**config.mk**
```make
export PLATFORM = sky130hd
export DESIGN_NAME = cm_serial_seq
export DESIGN_NICKNAME = d
export VERILOG_FILES = /design/src/rtl/cm_pkg.sv /design/src/rtl/cm_addr_gen.sv /design/src/rtl/cm_serial_seq.sv
export SDC_FILE = /design/constraint.sdc
export NUM_CORES = 1
export LEC_CHECK = 0
export BUFFER_PORTS_ARGS = -buffer_cell sky130_fd_sc_hd__buf_2
export CAP_MARGIN = 20
export CORE_ASPECT_RATIO = 1.75
export CORE_MARGIN = 2
export CORE_UTILIZATION = 57
export DETAILED_ROUTE_END_ITERATION = 10
export GPL_ROUTABILITY_DRIVEN = 1
export PLACE_DENSITY = 0.82
export SLEW_MARGIN = 10
export SYNTH_ARGS = -nofsm -noshare
export SYNTH_HDL_FRONTEND = slang
export SYNTH_HIERARCHICAL = 1
export SYNTH_SLANG_ARGS = --single-unit
```
**constraint.sdc**
```tcl
create_clock -name clk -period 5.5 [get_ports clk]
set_clock_uncertainty 0.05 [all_clocks]
set_input_delay 1.1 -clock clk [delete_from_list [all_inputs] [get_ports clk]]
set_output_delay 1.1 -clock clk [all_outputs]
set_load 0.03 [all_outputs]
```
**src/rtl/cm_pkg.sv**
```systemverilog
// Shared types and defaults for the serial conv/MAC sequencer.
// Latency: n/a (package only).
// Backpressure: n/a (package only).
package cm_pkg;

    localparam int DATA_W    = 8;
    localparam int ADDR_W    = 8;
    localparam int LEN_W     = 6;
    // Cycles between the last read address and a settled PE result:
    // one for buffer data return, one for the PE accumulator register.
    localparam int DRAIN_CYC = 2;

    typedef enum logic [2:0] {
        IDLE,
        RUN,
        DRAIN,
        HOLD,
        FIN
    } state_e;

endpackage

```
**src/rtl/cm_addr_gen.sv**
```systemverilog
// Element/output counters and activation/weight address generation.
// Latency: addresses are a combinational view of the registered counters.
// Backpressure: counters only move on step_k_i / next_o_i from the sequencer FSM.
module cm_addr_gen
    import cm_pkg::*;
#(
    parameter int AW = ADDR_W,
    parameter int LW = LEN_W
) (
    input  logic          clk,
    input  logic          rst,
    input  logic          clear_i,
    input  logic          step_k_i,
    input  logic          next_o_i,
    input  logic [LW-1:0] len_i,
    input  logic [LW-1:0] num_i,
    input  logic [LW-1:0] stride_i,
    output logic [AW-1:0] a_addr_o,
    output logic [AW-1:0] b_addr_o,
    output logic          first_k_o,
    output logic          last_k_o,
    output logic          last_o_o
);

    logic [LW-1:0] k_q, k_d;
    logic [LW-1:0] o_q, o_d;
    logic [AW-1:0] base_q, base_d;

    // Next-state for the counters: a new job zeroes everything, a new output
    // restarts k and advances the activation base by the stride.
    always_comb begin
        k_d    = k_q;
        o_d    = o_q;
        base_d = base_q;
        if (clear_i) begin
            k_d    = '0;
            o_d    = '0;
            base_d = '0;
        end else if (next_o_i) begin
            k_d    = '0;
            o_d    = o_q + LW'(1);
            base_d = base_q + AW'(stride_i);
        end else if (step_k_i) begin
            k_d    = k_q + LW'(1);
        end
    end

    // Counter registers.
    always_ff @(posedge clk or posedge rst) begin
        if (rst) begin
            k_q    <= '0;
            o_q    <= '0;
            base_q <= '0;
        end else begin
            k_q    <= k_d;
            o_q    <= o_d;
            base_q <= base_d;
        end
    end

    // Address arithmetic wraps mod 2^AW by construction.
    assign a_addr_o  = base_q + AW'(k_q);
    assign b_addr_o  = AW'(k_q);
    assign first_k_o = (k_q == '0);
    assign last_k_o  = (k_q == len_i - LW'(1));
    assign last_o_o  = (o_q == num_i - LW'(1));

endmodule

```
**src/rtl/cm_serial_seq.sv**
```systemverilog
// Sequencer driving buffer reads and a serial PE to compute cfg_num dot products.
// Latency: first address 1 cycle after start, each result valid cfg_len+3 cycles later.
// Backpressure: result is held in HOLD until res_ready; the pipeline stalls meanwhile.
module cm_serial_seq
    import cm_pkg::*;
#(
    parameter int DATA_W_P = DATA_W,
    parameter int ADDR_W_P = ADDR_W,
    parameter int LEN_W_P  = LEN_W
) (
    input  logic                clk,
    input  logic                rst,
    input  logic                start,
    input  logic [LEN_W_P-1:0]  cfg_len,
    input  logic [LEN_W_P-1:0]  cfg_num,
    input  logic [LEN_W_P-1:0]  cfg_stride,
    output logic [ADDR_W_P-1:0] a_addr,
    output logic [ADDR_W_P-1:0] b_addr,
    output logic                rd_en,
    input  logic [DATA_W_P-1:0] a_rdata,
    input  logic [DATA_W_P-1:0] b_rdata,
    output logic [DATA_W_P-1:0] pe_a,
    output logic [DATA_W_P-1:0] pe_b,
    output logic                pe_mux_reset,
    input  logic [DATA_W_P-1:0] pe_out,
    output logic [DATA_W_P-1:0] res_data,
    output logic                res_valid,
    input  logic                res_ready,
    output logic                busy,
    output logic                done
);

    state_e               state_q, state_d;
    logic [1:0]           drain_q, drain_d;
    logic [LEN_W_P-1:0]   len_q, num_q, stride_q;
    logic [DATA_W_P-1:0]  res_data_q, res_data_d;
    logic                 res_valid_q, res_valid_d;
    logic                 d_vld_q, first_q;
    logic                 accept, next_o, first_k, last_k, last_o;

    assign accept = (state_q == IDLE) && start;

    cm_addr_gen #(
        .AW (ADDR_W_P),
        .LW (LEN_W_P)
    ) u_addr_gen (
        .clk       (clk),
        .rst       (rst),
        .clear_i   (accept),
        .step_k_i  (rd_en),
        .next_o_i  (next_o),
        .len_i     (len_q),
        .num_i     (num_q),
        .stride_i  (stride_q),
        .a_addr_o  (a_addr),
        .b_addr_o  (b_addr),
        .first_k_o (first_k),
        .last_k_o  (last_k),
        .last_o_o  (last_o)
    );

    // Next-state, drain counting and result handshake for the job FSM.
    always_comb begin
        state_d     = state_q;
        drain_d     = '0;
        next_o      = 1'b0;
        res_valid_d = res_valid_q;
        res_data_d  = res_data_q;
        unique case (state_q)
            IDLE: begin
                if (start) begin
                    state_d = (cfg_len == '0 || cfg_num == '0) ? FIN : RUN;
                end
            end
            RUN: begin
                if (last_k) begin
                    state_d = DRAIN;
                end
            end
            DRAIN: begin
                drain_d = drain_q + 2'd1;
                if (drain_q == 2'(DRAIN_CYC - 1)) begin
                    res_data_d  = pe_out;
                    res_valid_d = 1'b1;
                    state_d     = HOLD;
                end
            end
            HOLD: begin
                if (res_ready) begin
                    res_valid_d = 1'b0;
                    next_o      = !last_o;
                    state_d     = last_o ? FIN : RUN;
                end
            end
            FIN: begin
                state_d = IDLE;
            end
            default: begin
                state_d = IDLE;
            end
        endcase
    end

    // FSM state, drain counter and result register.
    always_ff @(posedge clk or posedge rst) begin
        if (rst) begin
            state_q     <= IDLE;
            drain_q     <= '0;
            res_valid_q <= 1'b0;
            res_data_q  <= '0;
        end else begin
            state_q     <= state_d;
            drain_q     <= drain_d;
            res_valid_q <= res_valid_d;
            res_data_q  <= res_data_d;
        end
    end

    // Job configuration is frozen at start acceptance so mid-job changes are ignored.
    always_ff @(posedge clk or posedge rst) begin
        if (rst) begin
            len_q    <= '0;
            num_q    <= '0;
            stride_q <= '0;
        end else if (accept) begin
            len_q    <= cfg_len;
            num_q    <= cfg_num;
            stride_q <= cfg_stride;
        end
    end

    // Align PE controls with the buffer data, which returns one cycle after rd_en.
    always_ff @(posedge clk or posedge rst) begin
        if (rst) begin
            d_vld_q <= 1'b0;
            first_q <= 1'b0;
        end else begin
            d_vld_q <= rd_en;
            first_q <= rd_en && first_k;
        end
    end

    assign rd_en        = (state_q == RUN);
    assign busy         = (state_q != IDLE);
    assign done         = (state_q == FIN);
    assign pe_a         = d_vld_q ? a_rdata : '0;
    assign pe_b         = d_vld_q ? b_rdata : '0;
    assign pe_mux_reset = d_vld_q && first_q;
    assign res_data     = res_data_q;
    assign res_valid    = res_valid_q;

endmodule
```
# After elaboration in Yosys (flattened, before gate mapping)
# Index checks and enable logic that the tools add are counted.
[totals]
regBits = 54
latchBits = 0
mem_bits_rw = 0
mem_bits_ro = 0
elab_cells = 68
mem_count = 0
[op_classes]
addsub = 7
n_mul = 0
div_mod_pow = 0
order_cmp = 0
n_eq_ne = 11
shifts = 0
muxes = 22
n_bitwise = 0
n_reduce_logical = 16
[ops]
columns = ["cell", "n"]
rows = [
  ["$mux W8", 4],
  ["$mux W6", 5],
  ["$logic_not A6 Y1", 3],
  ["$mux W3", 6],
  ["$add A8 B6 Y8", 2],
  ["$add A6 B1 Y6 const B", 2],
  ["$eq A6 B6 Y1", 2],
  ["$pmux W3 S4", 1],
  ["$sub A6 B1 Y6 const B", 2],
  ["$eq A3 B2 Y1 const B", 2],
  ["$ne A2 B2 Y1 const B", 3],
  ["$reduce_bool A3 Y1", 2],
  ["$mux W1", 4],
  ["$reduce_and A4 Y1", 1],
  ["$reduce_bool A2 Y1", 2],
  ["$eq A3 B1 Y1 const B", 1],
  ["$eq A3 B3 Y1 const B", 1],
  ["$logic_and A1 B1 Y1", 3],
  ["$logic_not A3 Y1", 1],
  ["$reduce_and A3 Y1", 1],
  ["$add A2 B1 Y2 const B", 1],
  ["$eq A2 B1 Y1 const B", 1],
  ["$mux W2", 1],
  ["$ne A2 B1 Y1 const B", 1],
  ["4 further kinds", 4],
]

# Logic depth before layout (Yosys ltp)
[depth]
word_depth = 7
mapped_depth = 12
depth_no_buf = 11

# Hierarchy
# The synthesis kept the hierarchy.
[by_module_without_submodules]
columns = ["module", "n_inst", "cells_per_inst", "area_per_inst_um2"]
rows = [
  ["cm_addr_gen", 1, 201, 1757.9],
  ["cm_serial_seq", 1, 115, 1557.7],
]

# Least setup slack after synthesis
# No wires, ideal clock.
[synth_path]
path_type = "flip-flop to output port"
start = "register u_addr_gen.k_q[0]"
end = "output port a_addr[6]"
arrival_ns = 2.030
path_slack_ns = 2.320
path_stages_with_launch = 8
path_buffers = 0
path_cell_list = "dfrtp_1 -> ha_1 -> inv_1 -> fa_1 -> nor2b_1 -> o31a_1 -> or4_1 -> nand3_1"
[synth_via]
elab_chain_len = 1
[synth_lines]
columns = ["element", "line", "text"]
rows = [
  ["start: declaration", "cm_addr_gen.sv:25", "logic [LW-1:0] k_q, k_d;"],
  ["start signal: assignment", "cm_addr_gen.sv:55", "k_q <= k_d;"],
  ["$add A8 B6 Y8", "cm_addr_gen.sv:62", "assign a_addr_o = base_q + AW'(k_q);"],
  ["end: declaration", "cm_serial_seq.sv:17", "output logic [ADDR_W_P-1:0] a_addr,"],
]
# No other way between the ends.

# Final worst setup path
# Ends and elaborated chain as after synthesis.

==> impl_results.md <==
- Outcome: complete, no violations
- Layout cells sized above 1: 0.323
- Final TNS setup: 0 ns
- Max Buffers Root-to-Sink: 2
- Async SR Flop Fraction: 1.00
- Die height: 105 um
- Min-delay src: drain_q[0]$_DFF_PP0_
- Residual DRC: 0
- Max cap viols: 0
- Top cell type's share of synthesized area: 0.408
- Library cells used by synthesis: 57
- Sequential Power Share: 0.346
- Worst path arrival time: 2.33 ns
- Max-slew headroom: 0.303
- Final Setup Violations: 0
- Setup Fix Bufs, Post-CTS: 0
- Vias per std cell: 5.65
- Peak Freq: 287 MHz
- CTS root buf: clkbuf_8
- Clock slew at reported path FFs: 0.09 ns
- Final Cell Area: 3890 um^2
- Comb pwr share: 0.544
- Port bufs: 88
- Number of clock sinks: 54
- TritonRoute pass-1 iters: 4
- H-tree depth: 2
- Core Region: 5590 um^2
- Starting DRT DRC Count: 97
- Peak VDD IR: 0.318 mV
- Cell Pwr Density: 525 nW/um^2
- Post-synthesis mux area share: 0.120
- Crit path capture type: primary output
- Final worst path period need: 3.48 ns
- Ant diodes: 0
- Synthesis Warnings: 6
- Antenna viol nets, final: 0
- Synth Area in Compound Gates: 0.0992
- Grt ovf: 0
- Dpl hpwl: 5590 um
- Synthesized-area fraction occupied by xor and xnor cells: 0.0792
- Worst Hold Margin: 0.416 ns
- Mapped Cells: 316
- Path type of the worst setup path: register to primary output
- Post-synth EDFFs: 0
- FF-to-FF Start: num_q[0]$_DFFE_PP0P_
- DIE AREA: 6470 um^2
- Antenna violations before repair: 0
- Total design power: 2.04 mW
- Starting Density: 0.594
- Period utilization: 0.633
- Worst setup SP type: register
- Hold Buf Count CTS: 0
- TritonCTS clock tree: done
- Post-synthesis adder-cell area fraction: 0.0800
- P_int: 1.11 mW
- Clk Latency, worst-skew pair: 0.30 ns
- Routability cong.: 0.855
- Clk pwr share: 0.110
- First-pass GRT wire length: 11600 um
- Wire per inst: 15.1 um
- Gr usage total: 0.234
- Number of global-route vias before repair: 2694
- NetSw: 0.937 mW
- Slew Limit Fails: 0
- Simple-gate area share of the yosys netlist: 0.171
- Placed inst area: 3800 um^2
- Die width: 61.7 um
- Most common cell after layout, fill and taps aside: buf_2
- Largest net degree at the start of global routing: 35
- Seq cells post-synth: 54
- Worst EP required: 4.35 ns
- Worst min path class: register to register
- Via count: 2719
- Final nets: 470
- Static Leak: 1.92 nW
- Most frequent cells in the layout: 88 x buf_2, 54 x dfrtp_1, 25 x nor2_1
- Boundary pin count: 91
- Drt total wl: 7260 um
- Num CTS Buffers: 5
- Num rows: 36
- Avg Inst Size Synth: 10.5 um^2
- Sequential area share after synthesis: 0.408
- Cts repair resizes: 0
- Switch share: 0.459
- Ys flop type: dfrtp_1
- Tightest Pin Transition: 1.04 ns
- Launch point of the critical path: u_addr_gen/k_q[0]$_DFFE_PP0P_
- Post-synth top area cell: dfrtp_1
- Area of the mapped netlist: 3320 um^2
- Synth area leaders: dfrtp_1 41%, ha_1 6.8%, mux2_2 5.8%, xor2_1 4.2%, mux2_4 4.1%
- Final Hold Viols: 0
- RSZ-0062 raised after global routing: false
- Area Overhead vs Synth: 17.4%
- Main combinational cell family by area after synthesis: simple AND/OR/NAND/NOR gates
- Crit-path max FO: 7
## sequential cells by signal, summed over array words and instances (netlist names)
register	cells
drain_q	2
state_q	3
res_data	8
len_q	6
u_addr_gen/k_q	6
u_addr_gen/base_q	8
d_vld_q	1
first_q	1
u_addr_gen/o_q	6
stride_q	6
res_valid	1
num_q	6
## logic make-up (layout without fill, tap and decap cells)
logic type               after synthesis  after routing
XOR/XNOR                              30             30
AND/OR/NAND/NOR                      102            102
AO/OA/AOI/OAI                         49             49
buffers and inverters                 27            115
flip-flops                            54             54
multiplexers                          33             33
adder cells (fa/ha/maj)               20             20
other                                  1              2
## synth_stat cells, drive strengths merged, types with 10 or more instances
library cell and count:
a21oi 12, and2 20, dfrtp 54, ha 18, inv 17, mux2 27
nand2 13, nor2 25, nor3 10, o21ai 12, xnor2 14, xor2 16
## power groups by stage
stage          logic [mW]  clock network, mW  registers [mW]
2_1_floorplan       0.841                  0           0.711
3_3_place_gp         1.07                  0           0.706
3_5_place_dp         1.11                  0           0.715
4_1_cts              1.11              0.233           0.707
5_1_grt              1.20              0.249           0.734
6_report             1.11              0.224           0.708
## critical path: stages (launching register included)
cell and delay [ns]:
dfrtp_1 0.47, ha_1 0.26, inv_1 0.08, fa_1 0.20, nor2b_1 0.07, o31a_1 0.26, or4_1 0.40, nand3_1 0.09
buf_2 0.19
## path summary, 6_finish.rpt
path,endpoint,slack [ns],cells past startpoint
worst min register to register,drain_q[0]$_DFF_PP0_,0.42,1
worst max register to register,u_addr_gen/base_q[6]$_DFFE_PP0P_,2.29,10
min in group asynchronous,stride_q[5]$_DFFE_PP0P_,0.83,3
max in group asynchronous,u_addr_gen/k_q[5]$_DFFE_PP0P_,4.07,2
worst max-delay path,a_addr[6],2.02,8
worst min-delay path,drain_q[0]$_DFF_PP0_,0.42,1
## layer usage
layer | track usage | routed length, um | up-vias
met5 | 0 | 0 | -
met4 | 0.112 | 179 | 0
met3 | 0.0520 | 439 | 17
met2 | 0.402 | 3950 | 121
met1 | 0.257 | 2690 | 1291
li1 | - | - | 1290
## area by class of cell
class | count | area, um^2
clock buffers | 7 | 86.3
clock inverters | 1 | 5.00
fillers | 444 | 1690
inverters | 17 | 66.3
multi-input cells | 236 | 1830
flip-flops and latches | 54 | 1350
well taps | 76 | 95.1
repair buffers | 90 | 455
## metrics by stage
step                      worst slack (ns)  instances   util
final                                 2.02        481  0.697
after global routing                  1.87        481  0.697
after CTS                             2.00        481  0.697
after detailed placement              2.31        473  0.681
after global placement                2.40        473  0.681
after floorplan                       2.32        317      -
No activity file was read; power rests on OpenSTA's default activity.
